**src/rtl/bp_update_queue_pkg.sv**
```systemverilog
// Constants and helpers shared by the branch-prediction update queue and the BHT.
package bp_update_queue_pkg;

  localparam int BHT_ADDR_WIDTH  = 6;
  // Queue entry layout: {index[BHT_ADDR_WIDTH-1:0], pred}
  localparam int ENTRY_WIDTH     = BHT_ADDR_WIDTH + 1;
  localparam int QUEUE_DEPTH     = 8;
  localparam int QUEUE_PTR_WIDTH = 3;

  function automatic logic is_mispredict(input logic pred, input logic taken);
    return pred != taken;
  endfunction

endpackage

```
**src/rtl/bp_update_queue_if.sv**
```systemverilog
// Fetch/execute-facing bus of the update queue, including the BHT write port and status.
interface bp_update_queue_if
  import bp_update_queue_pkg::*;
#(
  parameter int ADDR_WIDTH = BHT_ADDR_WIDTH,
  parameter int PTR_WIDTH  = QUEUE_PTR_WIDTH
) ();

  logic                  push_valid;
  logic                  push_ready;
  logic [ADDR_WIDTH-1:0] push_index;
  logic                  push_pred;
  logic                  resolve_valid;
  logic                  resolve_taken;
  logic                  flush;
  logic                  bht_wr_enable;
  logic [ADDR_WIDTH-1:0] bht_address_wr;
  logic                  bht_counter_update;
  logic                  mispredict;
  logic [PTR_WIDTH:0]    count;
  logic                  empty;
  logic                  full;
  logic                  underflow_err;

  modport master (
    output push_valid, push_index, push_pred, resolve_valid, resolve_taken, flush,
    input  push_ready, bht_wr_enable, bht_address_wr, bht_counter_update,
           mispredict, count, empty, full, underflow_err
  );

  modport slave (
    input  push_valid, push_index, push_pred, resolve_valid, resolve_taken, flush,
    output push_ready, bht_wr_enable, bht_address_wr, bht_counter_update,
           mispredict, count, empty, full, underflow_err
  );

endinterface

```
**src/rtl/bp_queue_fifo.sv**
```systemverilog
// Circular FIFO with push, pop and a clear that overrides both.
module bp_queue_fifo
  import bp_update_queue_pkg::*;
#(
  parameter int WIDTH     = ENTRY_WIDTH,
  parameter int DEPTH     = QUEUE_DEPTH,
  parameter int PTR_WIDTH = QUEUE_PTR_WIDTH
) (
  input  logic                 clk,
  input  logic                 rst_n,
  input  logic                 push_i,
  input  logic                 pop_i,
  input  logic                 clear_i,
  input  logic [WIDTH-1:0]     wdata_i,
  output logic [WIDTH-1:0]     head_o,
  output logic [PTR_WIDTH:0]   count_o,
  output logic                 empty_o,
  output logic                 full_o
);

  logic [WIDTH-1:0]     mem_q [DEPTH];
  logic [PTR_WIDTH-1:0] head_q, head_d;
  logic [PTR_WIDTH-1:0] tail_q, tail_d;
  logic [PTR_WIDTH:0]   count_q, count_d;
  logic                 push_ok, pop_ok;

  assign empty_o = (count_q == '0);
  assign full_o  = (count_q == (PTR_WIDTH+1)'(DEPTH));
  assign count_o = count_q;
  assign head_o  = mem_q[head_q];
  assign push_ok = push_i & ~full_o;
  assign pop_ok  = pop_i & ~empty_o;

  // Pointers wrap by natural overflow since DEPTH == 2**PTR_WIDTH.
  always_comb begin
    head_d  = head_q;
    tail_d  = tail_q;
    count_d = count_q;
    if (clear_i) begin
      head_d  = '0;
      tail_d  = '0;
      count_d = '0;
    end else begin
      if (push_ok) tail_d = tail_q + 1'b1;
      if (pop_ok)  head_d = head_q + 1'b1;
      case ({push_ok, pop_ok})
        2'b10:   count_d = count_q + 1'b1;
        2'b01:   count_d = count_q - 1'b1;
        default: ;
      endcase
    end
  end

  always_ff @(posedge clk or negedge rst_n) begin
    if (!rst_n) begin
      head_q  <= '0;
      tail_q  <= '0;
      count_q <= '0;
    end else begin
      head_q  <= head_d;
      tail_q  <= tail_d;
      count_q <= count_d;
    end
  end

  always_ff @(posedge clk) begin
    if (push_ok && !clear_i) mem_q[tail_q] <= wdata_i;
  end

endmodule

```
**src/rtl/bp_update_queue.sv**
```systemverilog
// In-order queue of in-flight branch predictions; resolves oldest-first into BHT writes.
module bp_update_queue
  import bp_update_queue_pkg::*;
#(
  parameter int ADDR_WIDTH = BHT_ADDR_WIDTH,
  parameter int DEPTH      = QUEUE_DEPTH,
  parameter int PTR_WIDTH  = QUEUE_PTR_WIDTH
) (
  input  logic               clk,
  input  logic               rst_n,
  bp_update_queue_if.slave   bus
);

  localparam int EW = ADDR_WIDTH + 1;

  logic [EW-1:0]         head_entry;
  logic [ADDR_WIDTH-1:0] head_index;
  logic                  head_pred;
  logic                  resolve_fire, squash, clear, push_fire;
  logic                  fifo_empty, fifo_full;
  logic [PTR_WIDTH:0]    fifo_count;

  logic                  wr_en_q, wr_en_d;
  logic [ADDR_WIDTH-1:0] addr_q, addr_d;
  logic                  upd_q, upd_d;
  logic                  misp_q, misp_d;
  logic                  underflow_q, underflow_d;

  assign {head_index, head_pred} = head_entry;
  assign resolve_fire = bus.resolve_valid & ~fifo_empty;
  // A mispredict squashes every younger entry in the same edge as the pop.
  assign squash       = resolve_fire & is_mispredict(head_pred, bus.resolve_taken);
  assign clear        = bus.flush | squash;
  // Pushes alongside a squash or flush are wrong-path: handshaken but dropped.
  assign push_fire    = bus.push_valid & ~fifo_full & ~clear;

  bp_queue_fifo #(
    .WIDTH     (EW),
    .DEPTH     (DEPTH),
    .PTR_WIDTH (PTR_WIDTH)
  ) u_fifo (
    .clk     (clk),
    .rst_n   (rst_n),
    .push_i  (push_fire),
    .pop_i   (resolve_fire),
    .clear_i (clear),
    .wdata_i ({bus.push_index, bus.push_pred}),
    .head_o  (head_entry),
    .count_o (fifo_count),
    .empty_o (fifo_empty),
    .full_o  (fifo_full)
  );

  always_comb begin
    wr_en_d     = resolve_fire;
    addr_d      = resolve_fire ? head_index : '0;
    upd_d       = resolve_fire & bus.resolve_taken;
    misp_d      = squash;
    underflow_d = underflow_q | (bus.resolve_valid & fifo_empty);
  end

  always_ff @(posedge clk or negedge rst_n) begin
    if (!rst_n) begin
      wr_en_q     <= 1'b0;
      addr_q      <= '0;
      upd_q       <= 1'b0;
      misp_q      <= 1'b0;
      underflow_q <= 1'b0;
    end else begin
      wr_en_q     <= wr_en_d;
      addr_q      <= addr_d;
      upd_q       <= upd_d;
      misp_q      <= misp_d;
      underflow_q <= underflow_d;
    end
  end

  assign bus.push_ready         = ~fifo_full;
  assign bus.bht_wr_enable      = wr_en_q;
  assign bus.bht_address_wr     = addr_q;
  assign bus.bht_counter_update = upd_q;
  assign bus.mispredict         = misp_q;
  assign bus.count              = fifo_count;
  assign bus.empty              = fifo_empty;
  assign bus.full               = fifo_full;
  assign bus.underflow_err      = underflow_q;

endmodule
```
**src/flat_wrapper.sv**
```systemverilog
// flat-port wrapper written by rule: the top's interface ports become plain ports
module bp_update_queue_flat import bp_update_queue_pkg::*;
#(
  parameter int ADDR_WIDTH = BHT_ADDR_WIDTH,
  parameter int DEPTH      = QUEUE_DEPTH,
  parameter int PTR_WIDTH  = QUEUE_PTR_WIDTH
)
  (clk, rst_n, bus_push_valid, bus_push_index, bus_push_pred, bus_resolve_valid, bus_resolve_taken, bus_flush, bus_push_ready, bus_bht_wr_enable, bus_bht_address_wr, bus_bht_counter_update, bus_mispredict, bus_count, bus_empty, bus_full, bus_underflow_err);
  bp_update_queue_if #(.ADDR_WIDTH(ADDR_WIDTH), .PTR_WIDTH(PTR_WIDTH)) bus_i ();
  input  logic clk;
  input  logic rst_n;
  input wire logic [$bits(bus_i.push_valid)-1:0] bus_push_valid;
  input wire logic [$bits(bus_i.push_index)-1:0] bus_push_index;
  input wire logic [$bits(bus_i.push_pred)-1:0] bus_push_pred;
  input wire logic [$bits(bus_i.resolve_valid)-1:0] bus_resolve_valid;
  input wire logic [$bits(bus_i.resolve_taken)-1:0] bus_resolve_taken;
  input wire logic [$bits(bus_i.flush)-1:0] bus_flush;
  output wire logic [$bits(bus_i.push_ready)-1:0] bus_push_ready;
  output wire logic [$bits(bus_i.bht_wr_enable)-1:0] bus_bht_wr_enable;
  output wire logic [$bits(bus_i.bht_address_wr)-1:0] bus_bht_address_wr;
  output wire logic [$bits(bus_i.bht_counter_update)-1:0] bus_bht_counter_update;
  output wire logic [$bits(bus_i.mispredict)-1:0] bus_mispredict;
  output wire logic [$bits(bus_i.count)-1:0] bus_count;
  output wire logic [$bits(bus_i.empty)-1:0] bus_empty;
  output wire logic [$bits(bus_i.full)-1:0] bus_full;
  output wire logic [$bits(bus_i.underflow_err)-1:0] bus_underflow_err;
  assign bus_i.push_valid = bus_push_valid;
  assign bus_i.push_index = bus_push_index;
  assign bus_i.push_pred = bus_push_pred;
  assign bus_i.resolve_valid = bus_resolve_valid;
  assign bus_i.resolve_taken = bus_resolve_taken;
  assign bus_i.flush = bus_flush;
  assign bus_push_ready = bus_i.push_ready;
  assign bus_bht_wr_enable = bus_i.bht_wr_enable;
  assign bus_bht_address_wr = bus_i.bht_address_wr;
  assign bus_bht_counter_update = bus_i.bht_counter_update;
  assign bus_mispredict = bus_i.mispredict;
  assign bus_count = bus_i.count;
  assign bus_empty = bus_i.empty;
  assign bus_full = bus_i.full;
  assign bus_underflow_err = bus_i.underflow_err;
  bp_update_queue #(.ADDR_WIDTH(ADDR_WIDTH), .DEPTH(DEPTH), .PTR_WIDTH(PTR_WIDTH)) u_core (.clk(clk), .rst_n(rst_n), .bus(bus_i));
endmodule
```
**config.mk**
```make
export PLATFORM = sky130hd
export DESIGN_NAME = bp_update_queue_flat
export DESIGN_NICKNAME = d
export VERILOG_FILES = /design/src/rtl/bp_update_queue_pkg.sv /design/src/rtl/bp_update_queue_if.sv /design/src/rtl/bp_queue_fifo.sv /design/src/rtl/bp_update_queue.sv /design/src/flat_wrapper.sv
export SDC_FILE = /design/constraint.sdc
export NUM_CORES = 1
export LEC_CHECK = 0
export ABC_CLOCK_PERIOD_IN_PS = 9200
export CORE_UTILIZATION = 49
export CTS_CLUSTER_DIAMETER = 100
export CTS_CLUSTER_SIZE = 8
export DETAILED_ROUTE_END_ITERATION = 7
export PLACE_DENSITY = 0.7
export SLEW_MARGIN = 40
export SYNTH_ARGS = -nofsm -noshare
export SYNTH_HDL_FRONTEND = slang
export SYNTH_SLANG_ARGS = --single-unit
```
**constraint.sdc**
```tcl
create_clock -name clk -period 9.2 [get_ports clk]
set_clock_uncertainty 0.1 [all_clocks]
set_input_delay 1.84 -clock clk [delete_from_list [all_inputs] [get_ports clk]]
set_output_delay 1.84 -clock clk [all_outputs]
set_load 0.01 [all_outputs]
```
### Word-level counts from Yosys, hierarchy flattened

Memories as Yosys holds them, arrays and structs flattened.
Index checks and enable logic that the tools add are counted.

* memories: 1
* output and inout port bits: 17
* memory bits (writable): 56
* flip-flop bits (word level): 20

Memories
* u_core.u_fifo.mem_q: words 8, bits a word 7, read ports 1, clocked after memory_dff 0, wr ports 1, line bp_queue_fifo.sv:21 `logic [WIDTH-1:0] mem_q [DEPTH];`

* bitwise operators: 13
* reduce and logical (&&, ||, !) cells: 6
* multiplexer cells: 9
* add/sub/neg operators: 4
* eq/ne operators: 4

Operators by type and width (count)
* $mux 3: 4
* $and 1x1->1: 8
* $pmux 4 s2: 1
* $add 3x1->3 const B: 2
* $mux 6: 1
* $add 4x1->4 const B: 1
* $eq 4x4->1 const B: 1
* $logic_not 4->1: 1
* $mux 4: 1
* $reduce_bool 2->1: 2
* $sub 4x1->4 const B: 1
* $not 1->1: 3
* $reduce_bool 3->1: 1
* $eq 2x1->1 const B: 1
* $eq 2x2->1 const B: 1
* $mux 1: 2
* $or 1x1->1: 2
* $logic_and 1x1->1: 1
* $logic_not 1->1: 1
* $ne 1x1->1: 1

### Longest topological paths before layout

Gate-level depths: netlist (run 1).

* depth in word-level cells: 11
* depth in mapped cells: 14
* depth with buffers taken out: 12

### By module

From an unflattened synthesis (run 1), not the netlist that was laid out.

* cells, all modules: 184
* area, all modules: 3174.3 µm²

By module, submodules not included
* bp_queue_fifo: area an instance 2816.5 µm², cells an instance 158, times used 1
* bp_update_queue: area an instance 357.8 µm², cells an instance 26, times used 1

### Least setup slack after synthesis (run 1)

No wires, ideal clock.

* kind: input to register
* start: input bus_resolve_valid
* end: register u_core.u_fifo.count_q[3] (netlist: u_core.u_fifo.count_o[3])
* stages: 12
* path slack: 4.561 ns
* data arrival time: 4.445 ns
* cells stage by stage: o41ai_4 -> inv_4 -> and2_4 -> mux2_4 -> buf_6 -> or3_1 -> ha_1 -> ha_1 -> a31oi_1 -> nor2b_1 -> or4_1 -> a211oi_1

* word-level cells in the longest chain between the ends: 9
* elaborated cells between the ends (all ways): 12

Ends and longest elaborated chain
* start: declaration: line flat_wrapper.sv:15 `input wire logic [$bits(bus_i.resolve_valid)-1:0] bus_resolve_valid;`
* $and 1x1->1 *: line bp_update_queue.sv:30 `assign resolve_fire = bus.resolve_valid & ~fifo_empty;`
* $and 1x1->1: line bp_update_queue.sv:32 `assign squash = resolve_fire & is_mispredict(head_pred, bus.resolve_taken);`
* $or 1x1->1: line bp_update_queue.sv:33 `assign clear = bus.flush | squash;`
* $not 1->1: line bp_update_queue.sv:35 `assign push_fire = bus.push_valid & ~fifo_full & ~clear;`
* $and 1x1->1: line bp_update_queue.sv:35
* $and 1x1->1: line bp_queue_fifo.sv:31 `assign push_ok = push_i & ~full_o;`
* $eq 2x1->1 / $eq 2x2->1 (equally long branches): line bp_queue_fifo.sv:46 `case ({push_ok, pop_ok})`
* $pmux 4 s2: line bp_queue_fifo.sv:46
* $mux 4: line bp_queue_fifo.sv:39 `if (clear_i) begin`
* end signal: assignment: line bp_queue_fifo.sv:62 `count_q <= count_d;`
* end: declaration: line bp_queue_fifo.sv:24 `logic [PTR_WIDTH:0] count_q, count_d;`

Every way passes the cells marked *; elsewhere a longest branch is shown, timed or not.
A chain may end at the register's enable or synchronous reset.

### Worst setup path after layout (run 1)

Ends and elaborated chain as after synthesis.

==> impl_metrics.toml, run 1 <==
[synthesis]
synth_seq_cells = 76
synth_compound_gate_area_share_pct = 2.568
synthDistinctLibCells = 38
async_flop_share_pct = 26.32
avgSynthCellArea_um2 = 17.50
yosysTopAreaCell = "edfxtp_1"
synth.area.top_cells = "edfxtp_1 (53%), dfrtp_1 (16%), mux4_2 (9.2%), mux2i_1 (4.4%), ha_1 (2.4%)"
synth_most_common_cell = "edfxtp_1"
synth_top_area_share_pct = 53.10
synthSimpleGateAreaFrac_pct = 7.744
synth_edf_count = 56
synthesis.nets = 200
synth_xor_area_share_pct = 1.936
synth_fa_ha_area_share_pct = 2.371
synth_warnings = 0
yosys-top-cells-count = "edfxtp_1 (56), dfrtp_1 (20), mux2i_1 (14)"
synth_top_family_by_area = "multiplexers"
syn_area_um2 = 3167
synthCells = 181
yosysSeqAreaShare_pct = 68.91
synth_ff_type = "edfxtp_1"
synthMuxAreaShare_pct = 14.14

[sta]
drv_slew = 0
slew_headroom_pct = 42.68
finalHoldViolations = 0
finalCritPeriodShare_pct = 55.39
rsz0062_at_grt = "no"
period_minus_slack_ns = 5.096
max_freq_ghz = 0.1962
setup_viol = 0
final.setup.tns_ns = 0
tightestPinTransition_ns = 0.8533

[clocking]
clk-insertion-delay-late_ns = 0.34
clk_pin_slew_worst_paths_ns = 0.08
clockBufferDepth = 2
ctsResizeCount = 0
post_cts_buffers = 0
cts_inserted_buffers = 9
clkSinkCount = 76
cts_tree = "yes"
root_buffer = "clkbuf_8"
htree_levels = 3
holdBufCountCts = 0

[finish]
nNetsFinal = 234
syn2layout_area_growth_pct = 19.16
layout-drive-gt1-share_pct = 19.55
utilization_pct = 62.26
diodes = 0
fill_cells = 449

[route]
drtIter0Drc = 173
wirelength_um = 5828
routed_via_density = 5.678
wl_per_cell_um = 19.76
route.detailed.drc = 0
detail_route.first_pass.iterations = 4
ant_nets = 0
num_vias = 1675

[floorplan]
io_pins = 30
die_w_um = 82.39
rows = 28
coreArea_um2 = 6061
die_area_um2 = 6788
start_util_pct = 52.25
die_y_um = 82.39

[worst_setup_path]
cp-start-kind = "primary input"
critPathTopFamily = "simple AND/OR/NAND/NOR gates"
worstPathMaxFanout = 20
crit_chain = "clkdlybuf4s50_1, o41ai_4, inv_4, and2_4, mux2_4, or3_1, ha_1, ha_1, a31oi_1, nor2b_1, or4_1, a211oi_1"
crit_top_cell = "ha_1"
path_buf_inv = 2
crit_required_ns = 9.34
arrival_ns = 5.23
worstSetupEndpointType = "flip-flop"
cpPeakStageDelay_ns = 0.52
path_class = "in -> reg"
critPathSlowestCell = "or4_1"

[global_routing]
gr-total-overflow = 0
grt_antenna_before_repair = 0
track_usage_pct = 19.85
grt_max_degree = 21
grt_pass1_vias = 1775
grt_pass1_wl_um = 9149

[placed_design]
io_buffers = 29
routabilityCongestion = 0.7598
dp_hpwl_um = 3860

[power]
ir_worst_vdd_mv = 0.1330
p_leak_nw = 1.323
powerDensity_nw_per_um2 = 248.9

[outcome]
outcome = "finished, final reports clean"

[hold_path]
min_path_type = "reg -> reg"

[job]
max-cap-violations = 0
[metal layers]
metal,GRT usage [%],vias to the layer above,share of wire [%]
li1,-,769,-
met1,24.49,843,41
met2,33.88,48,54
met3,3.736,15,3.2
met4,9.123,0,2.4
met5,0,-,0
[placed cells by master, fill, tap and decap left out, types with 4 or more instances in the layout]
cell	synthesis	layout
nor3_1	12	12
edfxtp_1	56	56
ha_1	6	6
nand2_1	5	5
xor2_1	5	5
nor2_1	8	8
mux4_2	13	13
dfrtp_1	20	19
mux2i_1	14	14
clkbuf_8	0	9
buf_4	1	4
clkdlybuf4s50_1	0	28
[report_power, final]
group / switching [W] / internal, W / leakage [nW]
Clock: 0.000116 / 0.000152 / 0.103
Combinational: 0.0000976 / 0.000129 / 0.446
Sequential: 0.0000468 / 0.000398 / 0.773
[through the flow]
stage | total power (W) | area [µm²] | std cells | worst slack [ns] | hold slack, ns
after floorplan | 0.0006017 | 3167 | 181 | 4.561 | 0.3932
after global placement | 0.0006697 | 3533 | 279 | 3.958 | 0.3510
after detailed placement | 0.0006813 | 3565 | 279 | 3.747 | 0.3597
after CTS | 0.0009482 | 3774 | 295 | 4.095 | 0.3774
after global routing | 0.0009861 | 3774 | 295 | 3.906 | 0.3851
final | 0.0009393 | 3774 | 295 | 4.104 | 0.3691
[cells by family (layout without fill, tap and decap cells)]
family,Yosys count,in the layout
compound gates,9,9
xor+xnor,7,7
fa+ha+maj,6,6
buf+inv,13,52
flops,76,76
mux,28,28
simple gates,42,42
[final timing paths]
| check | cells past startpoint | slack [ns] | start | endpoint |
|---|---|---|---|---|
| worst max-delay path | 12 | 4.10 | bus_resolve_valid | u_core.u_fifo.count_o[3] |
| worst min-delay path | 1 | 0.37 | u_core.bus.underflow_err | u_core.bus.underflow_err |
| worst max register to register | 11 | 4.98 | u_core.u_fifo.count_o[0] | u_core.u_fifo.count_o[3] |
| worst min register to register | 1 | 0.37 | u_core.bus.underflow_err | u_core.bus.underflow_err |
| max in group asynchronous | 1 | 7.31 | rst_n | u_core.u_fifo.head_q[0] |
| min in group asynchronous | 1 | 1.34 | rst_n | u_core.u_fifo.tail_q[1] |
[state kept, by name, summed over array words and instances (netlist names)]
name / flops
u_core.bus.bht_address_wr: 6
u_core.bus.bht_counter_update: 1
u_core.bus.bht_wr_enable: 1
u_core.bus.mispredict: 1
u_core.bus.underflow_err: 1
u_core.u_fifo.count_o: 4
u_core.u_fifo.head_q: 3
u_core.u_fifo.mem_q: 56
u_core.u_fifo.tail_q: 3
[final cells by class]
class / count / area [µm²] / area share (%)
inverters: 3 / 13.76 / 0.3647
repair buffers: 33 / 315.3 / 8.355
well taps: 75 / 93.84 / 2.487
clock inverters: 5 / 77.57 / 2.056
multi-input cells: 92 / 958.4 / 25.40
clock buffers: 11 / 131.4 / 3.481
flip-flops and latches: 76 / 2183 / 57.86
No activity file was read; power rests on OpenSTA's default activity.
==> run 2: changes to the inputs <==
ABC_CLOCK_PERIOD_IN_PS = 4200   (was 9200)
PLACE_DENSITY = 0.73   (was 0.7)
clock period = 4.2 ns   (was 9.2 ns; I/O delays follow)
==> impl_metrics.toml, run 2 (synthesized netlist as in run 1, its figures left out) <==
[outcome]
outcome = "finished, final reports clean"

[route]
wl_per_cell_um = 19.10
wl_met1_um = 2460
routed_via_density = 5.649
ant_nets = 0
num_vias = 1740
wirelength_um = 5884
route.detailed.drc = 0
drtIter0Drc = 101
wl_met2_um = 3047
highest_layer = "met4"
route.met3.wl_um = 233
detail_route.first_pass.iterations = 4

[worst_setup_path]
path_class = "reg -> reg"
startpoint = "u_core.u_fifo.count_o[0]"
crit_required_ns = 4.34
arrival_ns = 4.16
worstPathMaxFanout = 9
worstSetupEndpointType = "flip-flop"
r2r-start = "u_core.u_fifo.count_o[0]"
cp-start-kind = "flip-flop"
reg2reg_slack_ns = 0.18

[finish]
mostFrequentLayoutCell = "edfxtp_1"
regArea_um2 = 2182
syn2layout_area_growth_pct = 20.31
nNetsFinal = 247
design_area_um2 = 3810
fill_cells = 457
diodes = 0
layout_common_cells = "edfxtp_1 (56), clkdlybuf4s50_1 (28), dfrtp_1 (20)"
multi_input_area_um2 = 910.9
layout-drive-gt1-share_pct = 23.18
regMostFlops = "u_core.u_fifo.mem_q"
largest_register_ffs = 56

[global_routing]
track_usage_pct = 19.85
grt_pass1_wl_um = 9114
grt_pass1_vias = 1759
grt_antenna_before_repair = 0
grt_max_degree = 21
gr-total-overflow = 0

[clocking]
root_buffer = "clkbuf_8"
post_cts_buffers = 0
clockBufferDepth = 2
cts_tree = "yes"
clkSinkCount = 76
clk_pin_slew_worst_paths_ns = 0.08
clk-insertion-delay-late_ns = 0.34
cts_inserted_buffers = 9
htree_levels = 3
ctsResizeCount = 0
holdBufCountCts = 0

[sta]
tightestPinTransition_ns = 0.7416
setup_viol = 0
max_freq_ghz = 0.2487
finalCritPeriodShare_pct = 95.72
finalHoldViolations = 0
period_minus_slack_ns = 4.020
final.setup.tns_ns = 0
rsz0062_at_grt = "no"
slew_headroom_pct = 50.39
drv_slew = 0

[floorplan]
coreArea_um2 = 6061
die_w_um = 82.39
die_area_um2 = 6788
io_pins = 30
rows = 28
die_y_um = 82.39
start_util_pct = 52.25

[hold_path]
min_path_type = "in -> async"

[power]
clockPowerShare_pct = 26.2
cellInternalPower_w = 0.001452
switchingPower_w = 0.0005787
p_sw_share_pct = 28.50
p_leak_nw = 1.385
total_power_w = 0.002030
p_comb_share_pct = 28.2
ir_worst_vdd_mv = 0.2880
seqPwrFrac_pct = 45.6
powerDensity_nw_per_um2 = 532.9

[placed_design]
dp_hpwl_um = 3890
routabilityCongestion = 0.7316
dpl_cell_area_um2 = 3613
io_buffers = 29

[job]
max-cap-violations = 0
## run 2: layout make-up
type | instances | share of cell area [%]
multi-input cells | 92 | 23.91
repair buffers | 46 | 10.84
clock buffers | 12 | 4.368
flip-flops and latches | 76 | 57.27
well taps | 75 | 2.463
inverters | 3 | 0.3612
clock inverters | 4 | 0.7882
## run 2: final timing paths
kind	end	cells after the start
min in group clk	u_core.bus.underflow_err	1
hold reg to reg	u_core.bus.underflow_err	1
max in group asynchronous	u_core.bus.underflow_err	1
setup reg to reg	u_core.u_fifo.count_o[3]	11
setup / recovery	u_core.u_fifo.count_o[3]	11
hold / removal	u_core.bus.bht_address_wr[3]	1
## run 2: worst max-delay path, cell delays in order (launching register included)
cell and delay, ns:
dfrtp_1 0.51, o41ai_4 0.79, inv_4 0.04, and2_4 0.18, mux2_4 0.25, or3_1 0.37, ha_1 0.26, ha_1 0.36
a31oi_1 0.21, nor2b_1 0.09, or4_1 0.50, a211oi_1 0.27
## run 2: stage by stage
stage	util [%]	cells	hold WS (ns)	setup slack, ns
6_report	62.86	308	0.3419	0.1799
5_1_grt	62.86	308	0.3568	0.01362
3_3_place_gp	59.70	292	0.3462	0.1958
4_1_cts	62.86	308	0.3440	0.1513
3_5_place_dp	59.62	292	0.3573	-0.01937
2_1_floorplan	-	181	0.3932	0.3947
## run 2: metal layers
metal  global-route usage, %  vias up
met5                       0        -
met4                   9.298        0
met3                   4.835       15
met2                   33.55       44
met1                   23.97      882
li1                        -      799
## run 2: power groups by stage
stage	Combinational [W]	Sequential, W	Clock (W)
6_report	0.000573	0.000926	0.000531
5_1_grt	0.000627	0.000934	0.000580
4_1_cts	0.000580	0.000926	0.000548
2_1_floorplan	0.000379	0.000939	0
3_5_place_dp	0.000579	0.000942	0
3_3_place_gp	0.000561	0.000936	0
==> run 3: changes to the inputs <==
GPL_ROUTABILITY_DRIVEN = 0   (was default)
SKIP_LAST_GASP = 1   (was default)
==> results of run 3 <==
No change in the layout: final DEF, timing and power equal those of run 2.
